==> src/rtl/semafor_pkg.sv <==
// Shared constants for the pedestrian-slot arbiter and the crossing controllers:
// FSM state encoding and default timing.
package semafor_pkg;

  localparam logic [0:0] ST_GAP   = 1'b0;
  localparam logic [0:0] ST_SERVE = 1'b1;

  localparam int N_CROSS_DEF      = 4;
  localparam int GAP_CYCLES_DEF   = 60;
  localparam int DONE_TIMEOUT_DEF = 64;

  function automatic int max_int(input int a, input int b);
    return (a > b) ? a : b;
  endfunction

endpackage

==> src/rtl/semafor_arbiter_if.sv <==
// Crossing-side bundle of the arbiter: buttons and done pulses in,
// grant / pending lamps / status out.
interface semafor_arbiter_if #(
  parameter int N_CROSS = 4
) ();

  logic [N_CROSS-1:0] btn;
  logic [N_CROSS-1:0] done;
  logic [N_CROSS-1:0] grant;
  logic [N_CROSS-1:0] pend;
  logic               busy;
  logic               timeout_err;

  modport master (
    output btn, done,
    input  grant, pend, busy, timeout_err
  );

  modport slave (
    input  btn, done,
    output grant, pend, busy, timeout_err
  );

endinterface

==> src/rtl/semafor_rr_pick.sv <==
// Combinational round-robin picker: first set request at or above ptr_i,
// wrapping modulo N.
module semafor_rr_pick #(
  parameter int N     = 4,
  parameter int IDX_W = 2
) (
  input  logic [N-1:0]     req_i,
  input  logic [IDX_W-1:0] ptr_i,
  output logic [N-1:0]     onehot_o,
  output logic             valid_o,
  output logic [IDX_W-1:0] idx_o
);

  logic [IDX_W-1:0] cand_idx [N];

  generate
    for (genvar gi = 0; gi < N; gi++) begin : g_cand
      logic [IDX_W:0] sum;
      assign sum = {1'b0, ptr_i} + (IDX_W+1)'(gi);
      assign cand_idx[gi] = (sum >= (IDX_W+1)'(N)) ? IDX_W'(sum - (IDX_W+1)'(N))
                                                   : sum[IDX_W-1:0];
    end
  endgenerate

  // Walk from the farthest candidate back to ptr so the nearest one wins.
  always_comb begin
    onehot_o = '0;
    valid_o  = 1'b0;
    idx_o    = '0;
    for (int k = N - 1; k >= 0; k--) begin
      if (req_i[cand_idx[k]]) begin
        valid_o = 1'b1;
        idx_o   = cand_idx[k];
      end
    end
    if (valid_o) onehot_o[idx_o] = 1'b1;
  end

endmodule

==> src/rtl/semafor_arbiter.sv <==
// Round-robin owner of the shared pedestrian phase slot with a car-green gap
// and done timeout. Define SEMAFOR_ARB_PRIO_EN to give crossing 0 fixed priority.
module semafor_arbiter
  import semafor_pkg::*;
#(
  parameter int N_CROSS      = N_CROSS_DEF,
  parameter int GAP_CYCLES   = GAP_CYCLES_DEF,
  parameter int DONE_TIMEOUT = DONE_TIMEOUT_DEF
) (
  input  logic              clk,
  input  logic              rst_n,
  semafor_arbiter_if.slave  arb_if
);

  localparam int IDX_W = (N_CROSS > 1) ? $clog2(N_CROSS) : 1;
  localparam int CNT_W = $clog2(max_int(GAP_CYCLES, DONE_TIMEOUT));
  localparam logic [CNT_W-1:0] GAP_LAST = CNT_W'(GAP_CYCLES - 1);
  localparam logic [CNT_W-1:0] TO_LAST  = CNT_W'(DONE_TIMEOUT - 1);

  logic [0:0]         state_q, state_d;
  logic [CNT_W-1:0]   gap_cnt_q, gap_cnt_d;
  logic [CNT_W-1:0]   to_cnt_q, to_cnt_d;
  logic [IDX_W-1:0]   ptr_q, ptr_d;
  logic [N_CROSS-1:0] btn_q;
  logic [N_CROSS-1:0] pend_q, pend_d;
  logic [N_CROSS-1:0] grant_q, grant_d;
  logic               busy_q, busy_d;
  logic               terr_q, terr_d;

  logic [N_CROSS-1:0] btn_rise;
  logic               done_hit;
  logic [N_CROSS-1:0] rr_onehot;
  logic               rr_valid;
  logic [IDX_W-1:0]   rr_idx;
  logic [N_CROSS-1:0] win_onehot;
  logic [IDX_W-1:0]   win_idx;
  logic [IDX_W-1:0]   ptr_after_win;

  assign btn_rise = arb_if.btn & ~btn_q;
  assign done_hit = |(arb_if.done & grant_q);

  semafor_rr_pick #(
    .N     (N_CROSS),
    .IDX_W (IDX_W)
  ) u_pick (
    .req_i    (pend_q),
    .ptr_i    (ptr_q),
    .onehot_o (rr_onehot),
    .valid_o  (rr_valid),
    .idx_o    (rr_idx)
  );

`ifdef SEMAFOR_ARB_PRIO_EN
  // School crossing 0 overrides the rotation whenever it is waiting.
  always_comb begin
    win_onehot = rr_onehot;
    win_idx    = rr_idx;
    if (pend_q[0]) begin
      win_onehot    = '0;
      win_onehot[0] = 1'b1;
      win_idx       = '0;
    end
  end
`else
  assign win_onehot = rr_onehot;
  assign win_idx    = rr_idx;
`endif

  assign ptr_after_win = (win_idx == IDX_W'(N_CROSS - 1)) ? '0 : win_idx + IDX_W'(1);

  always_comb begin
    state_d   = state_q;
    gap_cnt_d = gap_cnt_q;
    to_cnt_d  = to_cnt_q;
    ptr_d     = ptr_q;
    grant_d   = grant_q;
    terr_d    = terr_q;
    pend_d    = pend_q | (btn_rise & ~grant_q);

    case (state_q)
      ST_GAP: begin
        if (gap_cnt_q != GAP_LAST) begin
          gap_cnt_d = gap_cnt_q + CNT_W'(1);
        end else if (rr_valid) begin
          // Clearing the winner after the OR makes a same-edge press lose.
          grant_d  = win_onehot;
          pend_d   = pend_d & ~win_onehot;
          ptr_d    = ptr_after_win;
          to_cnt_d = '0;
          state_d  = ST_SERVE;
        end
      end
      ST_SERVE: begin
        if (done_hit) begin
          grant_d   = '0;
          gap_cnt_d = '0;
          state_d   = ST_GAP;
        end else if (to_cnt_q == TO_LAST) begin
          grant_d   = '0;
          terr_d    = 1'b1;
          gap_cnt_d = '0;
          state_d   = ST_GAP;
        end else begin
          to_cnt_d = to_cnt_q + CNT_W'(1);
        end
      end
      default: state_d = ST_GAP;
    endcase

    busy_d = (state_d == ST_SERVE);
  end

  always_ff @(posedge clk or negedge rst_n) begin
    if (!rst_n) begin
      state_q   <= ST_GAP;
      gap_cnt_q <= '0;
      to_cnt_q  <= '0;
      ptr_q     <= '0;
      btn_q     <= '0;
      pend_q    <= '0;
      grant_q   <= '0;
      busy_q    <= 1'b0;
      terr_q    <= 1'b0;
    end else begin
      state_q   <= state_d;
      gap_cnt_q <= gap_cnt_d;
      to_cnt_q  <= to_cnt_d;
      ptr_q     <= ptr_d;
      btn_q     <= arb_if.btn;
      pend_q    <= pend_d;
      grant_q   <= grant_d;
      busy_q    <= busy_d;
      terr_q    <= terr_d;
    end
  end

  assign arb_if.grant       = grant_q;
  assign arb_if.pend        = pend_q;
  assign arb_if.busy        = busy_q;
  assign arb_if.timeout_err = terr_q;

endmodule

==> src/flat_wrapper.sv <==
// flat-port wrapper written by rule: the top's interface ports become plain ports
module semafor_arbiter_flat import semafor_pkg::*;
#(
  parameter int N_CROSS      = N_CROSS_DEF,
  parameter int GAP_CYCLES   = GAP_CYCLES_DEF,
  parameter int DONE_TIMEOUT = DONE_TIMEOUT_DEF
)
  (clk, rst_n, arb_if_btn, arb_if_done, arb_if_grant, arb_if_pend, arb_if_busy, arb_if_timeout_err);
  semafor_arbiter_if #(.N_CROSS(N_CROSS)) arb_if_i ();
  input  logic clk;
  input  logic rst_n;
  input wire logic [$bits(arb_if_i.btn)-1:0] arb_if_btn;
  input wire logic [$bits(arb_if_i.done)-1:0] arb_if_done;
  output wire logic [$bits(arb_if_i.grant)-1:0] arb_if_grant;
  output wire logic [$bits(arb_if_i.pend)-1:0] arb_if_pend;
  output wire logic [$bits(arb_if_i.busy)-1:0] arb_if_busy;
  output wire logic [$bits(arb_if_i.timeout_err)-1:0] arb_if_timeout_err;
  assign arb_if_i.btn = arb_if_btn;
  assign arb_if_i.done = arb_if_done;
  assign arb_if_grant = arb_if_i.grant;
  assign arb_if_pend = arb_if_i.pend;
  assign arb_if_busy = arb_if_i.busy;
  assign arb_if_timeout_err = arb_if_i.timeout_err;
  semafor_arbiter #(.N_CROSS(N_CROSS), .GAP_CYCLES(GAP_CYCLES), .DONE_TIMEOUT(DONE_TIMEOUT)) u_core (.clk(clk), .rst_n(rst_n), .arb_if(arb_if_i));
endmodule
==> config.mk <==
export PLATFORM = sky130hd
export DESIGN_NAME = semafor_arbiter_flat
export DESIGN_NICKNAME = d
export VERILOG_FILES = /design/src/rtl/semafor_pkg.sv /design/src/rtl/semafor_arbiter_if.sv /design/src/rtl/semafor_rr_pick.sv /design/src/rtl/semafor_arbiter.sv /design/src/flat_wrapper.sv
export SDC_FILE = /design/constraint.sdc
export NUM_CORES = 1
export LEC_CHECK = 0
export ABC_AREA = 1
export CAP_MARGIN = 30
export CORE_UTILIZATION = 52
export CTS_BUF_LIST = sky130_fd_sc_hd__clkbuf_4 sky130_fd_sc_hd__clkbuf_8
export CTS_CLUSTER_SIZE = 25
export DETAILED_ROUTE_END_ITERATION = 8
export GPL_ROUTABILITY_DRIVEN = 0
export HOLD_SLACK_MARGIN = 0.12
export PLACE_DENSITY = 0.78
export SETUP_SLACK_MARGIN = 0.3
export SLEW_MARGIN = 40
export SYNTH_ARGS = -nofsm -noshare
export SYNTH_HDL_FRONTEND = slang
export SYNTH_SLANG_ARGS = --single-unit
==> constraint.sdc <==
create_clock -name clk -period 1.8 [get_ports clk]
set_clock_uncertainty 0.1 [all_clocks]
set_input_delay 0.36 -clock clk [delete_from_list [all_inputs] [get_ports clk]]
set_output_delay 0.36 -clock clk [all_outputs]
set_load 0.05 [all_outputs]
==> impl_metrics.env, run 1 <==
export IMPL_finalHoldViolations=0
export IMPL_io_pins=20
export IMPL_clk_pin_slew_worst_paths_ns=0.16
export IMPL_outcome="complete, but fails checks"
export IMPL_power_mw=2.74
export IMPL_relSlewSlack_pct=75.2
export IMPL_root_buffer="clkbuf_4"
export IMPL_cp_cell_sequence="inv_8, nand2_4, nand2_4, nand2_4, nand2_4, buf_4, nor2_8, a21oi_4, nand2_1, nand2_1, inv_1"
export IMPL_synthToLayoutAreaGrowth_pct=50.3
export IMPL_vias_per_cell=5.15
export IMPL_core_um2=3030
export IMPL_setup_violations=4
export IMPL_grt_pass1_wl_mm=7.06
export IMPL_num_rows=20
export IMPL_nets=274
export IMPL_design_area_um2=2490
export IMPL_fmax_mhz=539
export IMPL_min_period_over_period_pct=103
export IMPL_antenna_found_initial=0
export IMPL_drv_slew=0
export IMPL_grt_max_degree=29
export IMPL_drive_gt1_share_pct=55.3
export IMPL_syn_inst=206
export IMPL_yosys_warnings=0
export IMPL_worst_path_most_repeated_cell="nand2_4"
export IMPL_synth_cell_types=29
export IMPL_dieHeight_um=58.5
export IMPL_clock_sinks=28
export IMPL_drc=0
export IMPL_utilization_pct=82.4
export IMPL_ys_seq_elements=28
export IMPL_critPathSlowestCell="dfrtp_2"
export IMPL_ys_top_cells_by_area="dfrtp_1 42%, nand2_1 16%, nand3_1 6.0%"
export IMPL_overflow=0
export IMPL_rsz0062_at_grt="yes"
export IMPL_cts_buffers=3
export IMPL_crit_type="reg -> reg"
export IMPL_holdWs_ns=0.271
export IMPL_cp_start_kind="flop"
export IMPL_die_w_um=58.5
export IMPL_cts_hold_buf=0
export IMPL_cts_tree="done"
export IMPL_synth_area_um2=1660
export IMPL_clk_latency_ns=0.35
export IMPL_maxCapViolCount=0
export IMPL_synth_nets=222
export IMPL_cp_arrival_ns=2.01
export IMPL_ant_nets=0
export IMPL_ys_seq_area_share_pct=42.2
export IMPL_critPathMaxStageDelay_ns=0.52
export IMPL_synth_top_area_share_pct=42.2
export IMPL_synth_area_per_cell_um2=8.05
export IMPL_post_place_cells=278
export IMPL_final_cell_count_no_fill=301
export IMPL_fin_crit_ns=1.85
export IMPL_path_max_fanout=8
export IMPL_power_density_nw_per_um2=1100
export IMPL_cp_end_kind="flop"
export IMPL_place_area_um2=2090
export IMPL_drt_iter0_markers=77
export IMPL_fin_ws_ns=-0.0537
export IMPL_hp_class="in -> async"
export IMPL_htree_num_levels=1
export IMPL_yosys_area_top_type="dfrtp_1"
export IMPL_io_buffers=19
export IMPL_via_count=1550
export IMPL_mostFrequentLayoutCells="40 x nand2_1, 35 x buf_4, 22 x nand2_4, 22 x nand2_2, 17 x dfrtp_1"
export IMPL_wl_per_cell_um=14.7
export IMPL_grt_pass1_vias=1560
export IMPL_dieArea_um2=3420
export IMPL_wl_mm=4.42
export IMPL_worst_pin_slew_ns=0.372
export IMPL_initial_core_util_pct=54.8
export IMPL_drt_pass1_iterations=4
export IMPL_irDropWorstVdd_v=0.000955
export IMPL_grt_usage_pct=27.3
export IMPL_p_leak_nw=1.28
export IMPL_worstPathRequired_ns=1.96
export IMPL_final_common_cell="nand2_1"
export IMPL_violations="negative setup slack"
export IMPL_hpwl_mm=2.79
export IMPL_clock_path_buffers=2
export IMPL_regToRegSetupSlack_ns=-0.05
export IMPL_antenna_cells=0
final timing paths:
kind	from	to	depth (start not counted)
setup / recovery	u_core.ptr_q[0]	u_core.arb_if.pend[2]	11
hold / removal	rst_n	u_core.ptr_q[1]	2
setup reg to reg	u_core.ptr_q[0]	u_core.arb_if.pend[2]	11
hold reg to reg	u_core.arb_if.timeout_err	u_core.arb_if.timeout_err	1
max in group asynchronous	rst_n	u_core.state_q	2
min in group clk	arb_if_btn[1]	u_core.btn_q[1]	1
worst max-delay path, delay by kind of cell (launching register included):
family                 cells  cell delay, ns
buffers and inverters      3            0.31
and+or+nand+nor            7            0.59
AOI/OAI and AO/OA          1            0.26
DFF                        1            0.52
synth_stat cells:
cell type / instances
a21oi_1: 2
a21oi_2: 1
a21oi_4: 1
a31oi_1: 1
buf_2: 1
buf_6: 2
clkinv_1: 1
dfrtp_1: 28
ha_1: 6
inv_1: 23
inv_2: 4
inv_6: 1
nand2_1: 69
nand2_2: 8
nand2_4: 8
nand3_1: 20
nand4_1: 2
nor2_1: 8
nor2_2: 1
nor2_8: 1
nor3b_1: 1
nor3b_2: 1
o21ai_0: 4
o21ai_1: 1
o21bai_1: 1
o31ai_1: 4
or2_2: 1
xnor2_1: 1
xor2_1: 4
registers in the layout, indices dropped and copies added (netlist names):
register / count
u_core.arb_if.grant: 4
u_core.arb_if.pend: 4
u_core.arb_if.timeout_err: 1
u_core.btn_q: 4
u_core.gap_cnt_q: 6
u_core.ptr_q: 2
u_core.state_q: 1
u_core.to_cnt_q: 6
stage by stage:
| step | setup TNS, ns | worst slack (ns) |
|---|---|---|
| 2_1_floorplan | 0 | 0.0990 |
| 3_3_place_gp | -0.0874 | -0.0296 |
| 3_5_place_dp | -0.924 | -0.119 |
| 4_1_cts | 0 | 0.00178 |
| 5_1_grt | -1.21 | -0.144 |
| 6_report | -0.148 | -0.0537 |
cell families after synthesis:
logic type	Yosys count	synth area share [%]
simple gates	120	35.8
buf+inv	32	8.52
flops	28	42.2
compound gates	15	6.26
fa+ha+maj	6	4.52
xor+xnor	5	2.64
cell type report:
class / instances / area [um^2]
flip-flops and latches: 28 / 714
repair buffers: 50 / 442
multi-input cells: 146 / 1120
inverters: 29 / 129
fillers: 171 / 534
clock buffers: 4 / 30.0
well taps: 44 / 55.1
per-layer routing:
| metal | vias to the layer above | track usage [%] | wire length (um) |
|---|---|---|---|
| met5 | - | 0 | 0 |
| met4 | 0 | 13.3 | 136 |
| met3 | 11 | 3.30 | 132 |
| met2 | 38 | 47.0 | 2350 |
| met1 | 751 | 34.2 | 1800 |
| li1 | 750 | - | - |
power by group:
part / internal (mW) / leakage (nW) / switching, mW
registers: 0.757 / 0.334 / 0.170
clock network: 0.102 / 0.0184 / 0.196
logic: 0.667 / 0.928 / 0.851
timing repair:
item                                   CTS  global route
setup buffers                           11             8
endpoints found under the hold margin    0             0
setup endpoints to repair               24            24
gates resized for setup                 18            43
pin swaps                               14            18
(Power assumes the default switching activity.)
==> run 2: changes to the inputs <==
--- a/config.mk
+++ b/config.mk
@@ -7,13 +7,13 @@
 export LEC_CHECK = 0
 export ABC_AREA = 1
 export CAP_MARGIN = 30
-export CORE_UTILIZATION = 52
+export CORE_UTILIZATION = 49
 export CTS_BUF_LIST = sky130_fd_sc_hd__clkbuf_4 sky130_fd_sc_hd__clkbuf_8
 export CTS_CLUSTER_SIZE = 25
 export DETAILED_ROUTE_END_ITERATION = 8
 export GPL_ROUTABILITY_DRIVEN = 0
 export HOLD_SLACK_MARGIN = 0.12
-export PLACE_DENSITY = 0.78
+export PLACE_DENSITY = 0.74
 export SETUP_SLACK_MARGIN = 0.3
 export SLEW_MARGIN = 40
 export SYNTH_ARGS = -nofsm -noshare
==> run 2 against run 1 <==
The flow still finishes with violations (negative setup slack). Clock power is 8.1% higher. Non-clock buffer count is 1 higher. Flip-flop and latch count stayed put. Global-route usage is 4.0 points lower. Wire length is 4.2% higher. First-iteration DRC count is 5.2% lower. Highest routed layer unchanged. Sequential power is 0.5% higher. Die area is 5.9% higher. Combinational power is 3% higher. Setup slack worse by 0.042 ns. Critical endpoint is now u_core.ptr_q[1]. Core utilization is 0.84 points lower.
==> impl_metrics.env, run 2 (synthesis results as in run 1) <==
export IMPL_outcome="complete, but fails checks"
export IMPL_violations="negative setup slack"
export IMPL_wl_per_cell_um=15.2
export IMPL_irDropWorstVdd_v=0.000756
export IMPL_clk_latency_ns=0.34
export IMPL_io_pins=20
export IMPL_p_leak_nw=1.32
export IMPL_cp_cell_sequence="inv_8, nand2_4, nand2_4, nand2_4, nand2_8, o21ai_2, nand2_2, nand2_4, inv_2, ha_4, nand2_2, o21ai_1"
export IMPL_rsz0062_at_grt="yes"
export IMPL_clock_path_buffers=2
export IMPL_num_rows=20
export IMPL_grt_usage_pct=23.4
export IMPL_cts_tree="done"
export IMPL_worst_path_most_repeated_cell="nand2_4"
export IMPL_cp_arrival_ns=2.04
export IMPL_cp_num_buf_inv=2
export IMPL_worst_pin_slew_ns=0.358
export IMPL_r2r_start="u_core.ptr_q[0]"
export IMPL_ant_nets=0
export IMPL_reg_top3="u_core.gap_cnt_q: 6 flops, u_core.to_cnt_q: 6 flops"
export IMPL_grt_pass1_wl_mm=6.26
export IMPL_internal_power_mw=1.55
export IMPL_nets=275
export IMPL_mostFrequentLayoutCells="42 x nand2_1, 33 x buf_4, 23 x nand2_4"
export IMPL_critPathSlowestCell="dfrtp_2"
export IMPL_worstRegToRegCells=12
export IMPL_cp_end_kind="flop"
export IMPL_rr_endpoint="u_core.ptr_q[1]"
export IMPL_drv_slew=0
export IMPL_die_w_um=60.2
export IMPL_fin_ws_ns=-0.0958
export IMPL_hpwl_mm=2.69
export IMPL_holdWs_ns=0.269
export IMPL_fmax_mhz=527
export IMPL_overflow=0
export IMPL_antenna_cells=0
export IMPL_io_buffers=19
export IMPL_grt_max_degree=29
export IMPL_wl_mm=4.60
export IMPL_vias_per_cell=5.00
export IMPL_design_area_um2=2550
export IMPL_grt_pass1_vias=1464
export IMPL_cts_buffers=3
export IMPL_maxCapViolCount=0
export IMPL_clock_sinks=28
export IMPL_utilization_pct=81.5
export IMPL_drive_gt1_share_pct=55.0
export IMPL_root_buffer="clkbuf_4"
export IMPL_power_density_nw_per_um2=1110
export IMPL_worstPathRequired_ns=1.95
export IMPL_initial_core_util_pct=53.0
export IMPL_min_period_over_period_pct=105
export IMPL_p_comb_share_pct=55.7
export IMPL_drc=0
export IMPL_drt_iter0_markers=73
export IMPL_dieHeight_um=60.2
export IMPL_finalHoldViolations=0
export IMPL_htree_num_levels=1
export IMPL_dieArea_um2=3620
export IMPL_power_mw=2.83
export IMPL_path_max_fanout=8
export IMPL_critPathMaxStageDelay_ns=0.52
export IMPL_regToRegSetupSlack_ns=-0.1
export IMPL_power_frac_seq_pct=32.9
export IMPL_place_area_um2=2100
export IMPL_clk_pin_slew_worst_paths_ns=0.15
export IMPL_drt_pass1_iterations=4
export IMPL_hp_class="in -> async"
export IMPL_fin_crit_ns=1.90
export IMPL_setup_violations=7
export IMPL_synthToLayoutAreaGrowth_pct=53.7
export IMPL_pwr_share_clk_pct=11.4
export IMPL_path_delay_family="simple AND/OR/NAND/NOR gates"
export IMPL_final_common_cell="nand2_1"
export IMPL_core_um2=3130
export IMPL_crit_type="reg -> reg"
export IMPL_relSlewSlack_pct=76.1
export IMPL_cp_start_kind="flop"
export IMPL_netSwitchingPower_mw=1.27
export IMPL_switching_share_pct=45.0
export IMPL_via_count=1511
export IMPL_antenna_found_initial=0
run 2: changes by cell type in the layout (fill, tap and decap cells not counted), sizes merged:
cell / change
buf: +1
run 2: power by group through the flow:
stage	registers, mW	clock network [mW]	logic [mW]
after floorplan	0.971	0	0.727
final	0.932	0.322	1.57
after global placement	0.907	0	1.06
after detailed placement	0.914	0	1.11
after global routing	0.951	0.347	1.68
after CTS	0.892	0.320	1.28
run 2: worst max-delay path by stage:
stage	from	to	slack [ns]	cells past startpoint
floorplan	u_core.ptr_q[0]	u_core.ptr_q[1]	0.1	14
global placement	u_core.ptr_q[0]	u_core.ptr_q[1]	-0.03	12
detailed placement	u_core.ptr_q[0]	u_core.ptr_q[1]	-0.15	12
CTS	u_core.ptr_q[0]	u_core.ptr_q[1]	-0.03	11
global route	u_core.ptr_q[0]	u_core.arb_if.pend[1]	-0.15	13
finish	u_core.ptr_q[0]	u_core.ptr_q[1]	-0.1	12
run 2: repair_timing:
| action | in CTS | in global routing |
|---|---|---|
| hold buffers | 0 | 0 |
| setup endpoints to repair | 24 | 24 |
| resized for setup | 12 | 54 |
| pin swaps | 13 | 20 |
| setup buffers | 10 | 9 |
run 2: routing by layer:
layer / wire length (um) / track usage [%]
met4: 131 / 10.3
met3: 94 / 3.03
met5: 0 / 0
met1: 1830 / 28.6
met2: 2550 / 40.5
run 2: through the flow:
step           setup TNS (ns)  worst slack, ns  instances
2_1_floorplan               0           0.0990        206
3_3_place_gp           -0.114          -0.0325        279
3_5_place_dp            -1.04           -0.147        279
4_1_cts               -0.0300          -0.0300        293
5_1_grt                 -1.09           -0.154        302
6_report               -0.394          -0.0958        302
run 2: layout make-up:
cell class,count,area [um^2]
Multi-Input combinational cell,146,1160
Timing Repair Buffer,51,457
Fill cell,178,578
Tap cell,44,55.1
Inverter,29,124
Sequential cell,28,714
Clock buffer,4,36.3
==> run 3: changes to the inputs <==
--- a/config.mk
+++ b/config.mk
@@ -7,13 +7,13 @@
 export LEC_CHECK = 0
 export ABC_AREA = 1
 export CAP_MARGIN = 30
-export CORE_UTILIZATION = 49
+export CORE_UTILIZATION = 34
 export CTS_BUF_LIST = sky130_fd_sc_hd__clkbuf_4 sky130_fd_sc_hd__clkbuf_8
-export CTS_CLUSTER_SIZE = 25
+export CTS_CLUSTER_DIAMETER = 120
 export DETAILED_ROUTE_END_ITERATION = 8
 export GPL_ROUTABILITY_DRIVEN = 0
 export HOLD_SLACK_MARGIN = 0.12
-export PLACE_DENSITY = 0.74
+export PLACE_DENSITY = 0.55
 export SETUP_SLACK_MARGIN = 0.3
 export SLEW_MARGIN = 40
 export SYNTH_ARGS = -nofsm -noshare
==> run 3 against run 2 <==
Wire length down 17%. Combinational power is 11% lower. Critical path depth increased by 1. Die area up 43%. Register-to-register slack improved by 0.10 ns. Final cell count up 6.3%. First-iteration DRC count fell by 26%. Non-clock buffer count shrank 4. Count of clock-buffer cells in the layout stayed put. The run now ends clean. Via count is 4.5% lower.
==> impl_metrics.env, run 3 (synthesis results as in run 1) <==
export IMPL_cts_hold_buf=0
export IMPL_setup_violations=0
export IMPL_cts_tree="done"
export IMPL_antenna_found_initial=0
export IMPL_power_density_nw_per_um2=1100
export IMPL_mostFrequentLayoutCells="48 x nand2_1, 33 x buf_4, 19 x nand2_4"
export IMPL_nets=271
export IMPL_outcome="completed"
export IMPL_hpwl_mm=2.76
export IMPL_cp_end_kind="flop"
export IMPL_cp_arrival_ns=1.91
export IMPL_synthToLayoutAreaGrowth_pct=47.0
export IMPL_clk_pin_slew_worst_paths_ns=0.10
export IMPL_finalHoldViolations=0
export IMPL_root_buffer="clkbuf_8"
export IMPL_path_max_fanout=8
export IMPL_drc=0
export IMPL_fin_crit_ns=1.79
export IMPL_io_buffers=19
export IMPL_relSlewSlack_pct=75.8
export IMPL_dieHeight_um=71.9
export IMPL_final_common_cell="nand2_1"
export IMPL_design_area_um2=2440
export IMPL_rsz0062_at_grt="yes"
export IMPL_drt_pass1_iterations=4
export IMPL_wl_per_cell_um=11.9
export IMPL_fin_ws_ns=0.00548
export IMPL_vias_per_cell=4.50
export IMPL_io_pins=20
export IMPL_n_fill_cell=429
export IMPL_num_rows=25
export IMPL_cp_start_kind="flop"
export IMPL_wl_mm=3.83
export IMPL_dieArea_um2=5160
export IMPL_antenna_cells=0
export IMPL_preCtsSetupSlack_ns=-0.102
export IMPL_via_count=1443
export IMPL_core_um2=4720
export IMPL_clk_latency_ns=0.28
export IMPL_drive_gt1_share_pct=50.0
export IMPL_worstPathRequired_ns=1.91
export IMPL_utilization_pct=51.6
export IMPL_p_leak_nw=1.24
export IMPL_grt_max_degree=29
export IMPL_clock_sinks=28
export IMPL_fmax_mhz=557
export IMPL_holdWs_ns=0.352
export IMPL_grt_pass1_vias=1371
export IMPL_tns_ns=0
export IMPL_drt_iter0_markers=54
export IMPL_initial_core_util_pct=35.1
export IMPL_die_w_um=71.9
export IMPL_min_period_over_period_pct=99.7
export IMPL_ant_nets=0
export IMPL_grt_usage_pct=15.8
export IMPL_irDropWorstVdd_v=0.000743
export IMPL_maxCapViolCount=0
export IMPL_cts_buffers=3
export IMPL_crit_type="reg -> reg"
export IMPL_reg_top3="u_core.gap_cnt_q: 6 flops, u_core.to_cnt_q: 6 flops"
export IMPL_place_area_um2=2140
export IMPL_grt_pass1_wl_mm=6.24
export IMPL_clock_path_buffers=2
export IMPL_worst_pin_slew_ns=0.364
export IMPL_htree_num_levels=1
export IMPL_hp_class="in -> async"
export IMPL_overflow=0
export IMPL_drv_slew=0
-- run 3: routing by layer --
metal	vias up	part of all wire [%]	global-route usage, %
met5	-	0	0
met4	0	1.3	3.92
met3	6	3.3	3.38
met2	31	47	26.6
met1	663	48	20.6
li1	743	-	-
-- run 3: path summary, 6_finish.rpt --
kind                                            from                         to  slack, ns  cells after the start
setup / recovery                     u_core.ptr_q[0]            u_core.ptr_q[1]      0.005                     13
hold / removal                                 rst_n      u_core.arb_if.pend[2]       0.35                      2
setup reg to reg                     u_core.ptr_q[0]            u_core.ptr_q[1]      0.005                     13
hold reg to reg            u_core.arb_if.timeout_err  u_core.arb_if.timeout_err       0.40                      1
max in group asynchronous                      rst_n            u_core.ptr_q[1]       0.95                      2
min in group clk           u_core.arb_if.timeout_err  u_core.arb_if.timeout_err       0.40                      1
-- run 3: layout make-up --
| class | instances | area [um^2] | share of cell area (%) |
|---|---|---|---|
| sequential | 28 | 714 | 29.3 |
| multi-input combinational | 146 | 1060 | 43.6 |
| tap | 67 | 83.8 | 3.44 |
| inverter | 29 | 121 | 4.98 |
| timing repair buffer | 47 | 407 | 16.7 |
| clock buffer | 4 | 48.8 | 2.00 |
-- run 3: where the power goes --
part           switching (mW)  total [mW]  leakage [nW]  internal (mW)
clock                   0.206       0.381        0.0262          0.174
sequential              0.158       0.916         0.334          0.758
combinational           0.776        1.40         0.882          0.619
-- run 3: per-stage QoR --
step	cells	total power, mW
after floorplan	206	1.70
after global placement	306	2.03
after detailed placement	306	2.04
after CTS	318	2.55
after global routing	321	2.89
final	321	2.69
-- run 3: timing repair --
item / 4_1_cts / 5_1_grt
pin swaps: 19 / 15
setup buffers: 8 / 3
resized for setup: 14 / 27
setup endpoints to repair: 24 / 23
-- run 3: worst max-delay path, stage by stage, from the launching register on --
cell and delay, ns:
dfrtp_2 0.51, inv_8 0.12, nand2_4 0.06, nand2_4 0.08, nand2_4 0.05, nand2_4 0.09, nand2_2 0.06, nand2_1 0.05
nand2_1 0.06, nand2_2 0.11, inv_2 0.07, ha_4 0.26, nand2_2 0.05, o21ai_2 0.06
==> variant: new RTL, settings of run 1 <==
Change the package constant `DONE_TIMEOUT_DEF` from 64 to 128.
--- a/src/rtl/semafor_pkg.sv
+++ b/src/rtl/semafor_pkg.sv
@@ -9,3 +9,3 @@
   localparam int GAP_CYCLES_DEF   = 60;
-  localparam int DONE_TIMEOUT_DEF = 64;
+  localparam int DONE_TIMEOUT_DEF = 128;
 
Function: no difference found for any inputs over 10 cycles, from zero or initial values and one cycle with rst_n low; that may be too few to reach the edited logic, so the function may still have changed.
==> variant against run 1 <==
The flow still finishes with violations (negative setup slack); cell area rose by 0.25%; sequential cell count up 2; count of clock-buffer cells in the layout up 4; combinational power shrank 13%; first-iteration DRC count up 47%; hold slack improved by 28 ps; core utilization fell by 0.47 points; synthesized area is 0.23% higher; wire length grew 8.9%; largest cell class unchanged; largest power group unchanged; power increased by 0.83%; setup slack got worse by 27 ps.
==> variant: results (changes against run 1) <==
Global route
  • Total GRT Usage: 0.270 (-0.00279)
  • First-pass GRT wire length: 6760 um (-4.3%)
  • Largest net degree at the start of global routing: 31 (+6.9%)
  • Vias in the first global route: 1494 (-4.2%)

Power and ir drop
  • Worst VDD drop: 0.609 mV (-36%)
  • Pleak: 0.00128 uW (-0.13%)

CTS
  • CTS clk-pin slew, worst paths: 90 ps (-70 ps)
  • Cts repair resizes: 41 (+23)
  • Maximum root-to-sink buffer count: 2 (unchanged)
  • CTS buffer count: 5 (+2)
  • Setup Buffers After CTS: 16 (+5)
  • H-tree Lvls: 2 (+1)
  • Clock root buffer: clkbuf_4

Worst setup path
  • Max incr delay on CP: 480 ps (-40 ps)
  • Worst R2R Path Depth: 11 (unchanged)
  • Setup crit end kind: flop
  • Delay-heaviest family, CP: flip-flops
  • CP max FO: 7 (-1)
  • Slowest stage cell, crit path: dfrtp_2
  • RR Endpoint: u_core.ptr_q[1]$_DFFE_PN0P_

Timing
  • Final setup violation count: 9 (+5)
  • Setup TNS after final layout: -313 ps (-166 ps)
  • Fin worst setup slack: -80.2 ps (-26.5 ps)
  • Hold slack: 300 ps (+28.4 ps)
  • Slew @ Worst Pin: 377 ps (+4.45 ps)

Synth
  • Syn Nets: 230 (+3.6%)
  • Main flop type after synthesis: dfrtp_1
  • Sequential fraction of the synthesis area: 0.451 (+0.0291)
  • Yosys cell types: 24 (-17%)
  • Synth cell count leaders: 71 x nand2_1, 34 x nand3_1, 30 x dfrtp_1
  • Synthesized area per cell: 7.77 um^2 (-3.5%)
  • Synth top area cells: dfrtp_1 45%, nand2_1 16%, nand3_1 10%
  • Synth warn: 0 (unchanged)

Job
  • Max-Cap Viols: 0 (unchanged)

Placement
  • Port Buffers: 19 (unchanged)
  • Cells after DPL: 281 (+1.1%)
  • Area after DPL: 0.00196 mm^2 (-6.0%)
  • Dpl hpwl: 2500 um (-10%)
  • DP Worst Slack: -57.0 ps (+61.7 ps)

Route
  • Total wire length: 4810 um (+8.9%)
  • Vias: 1679 (+8.3%)
  • Avg WL per Cell: 15.3 um (+4.4%)
  • Initial DRC Count: 113 (+47%)
  • Drt first pass iters: 6 (+2)

Layout
  • Share of layout cells above drive strength 1: 0.467 (-0.0859)
  • Layout Nets: 285 (+4.0%)
  • Ant. Diodes: 0 (unchanged)
  • Biggest regs: u_core.gap_cnt_q: 7 flops, u_core.to_cnt_q: 7 flops

Status
  • Failing checks: negative setup slack
  • Run status: complete, but fails checks
## variant: cell families (layout without fill, tap and decap cells)
logic type               count (synthesis)  count (layout)  share of synthesized area
adder cells (fa/ha/maj)                  6               6                     0.0451
XOR/XNOR                                 7               7                     0.0369
flip-flops                              30              30                      0.451
AND/OR/NAND/NOR                        128             128                      0.336
buffers and inverters                   29              85                     0.0813
AO/OA/AOI/OAI                           14              14                     0.0497
## variant: power by group
| group | switching [uW] | internal (uW) | leakage, uW |
|---|---|---|---|
| Clock | 229 | 201 | 0.0000368 |
| Combinational | 743 | 586 | 0.000879 |
| Sequential | 200 | 807 | 0.000363 |
## variant: area by class of cell
class	instances	area (um^2)
Fill cell	177	553
Clock buffer	8	60.1
Sequential cell	30	763
Inverter	25	103
Tap cell	44	55.1
Timing Repair Buffer	52	452
Multi-Input combinational cell	155	1070
## variant: layer usage
metal  vias up  part of all wire  track usage
li1        795                 -            -
met1       797              0.41        0.354
met2        74              0.50        0.417
met3        13             0.067       0.0945
met4         0             0.022       0.0986
met5         -                 0            0
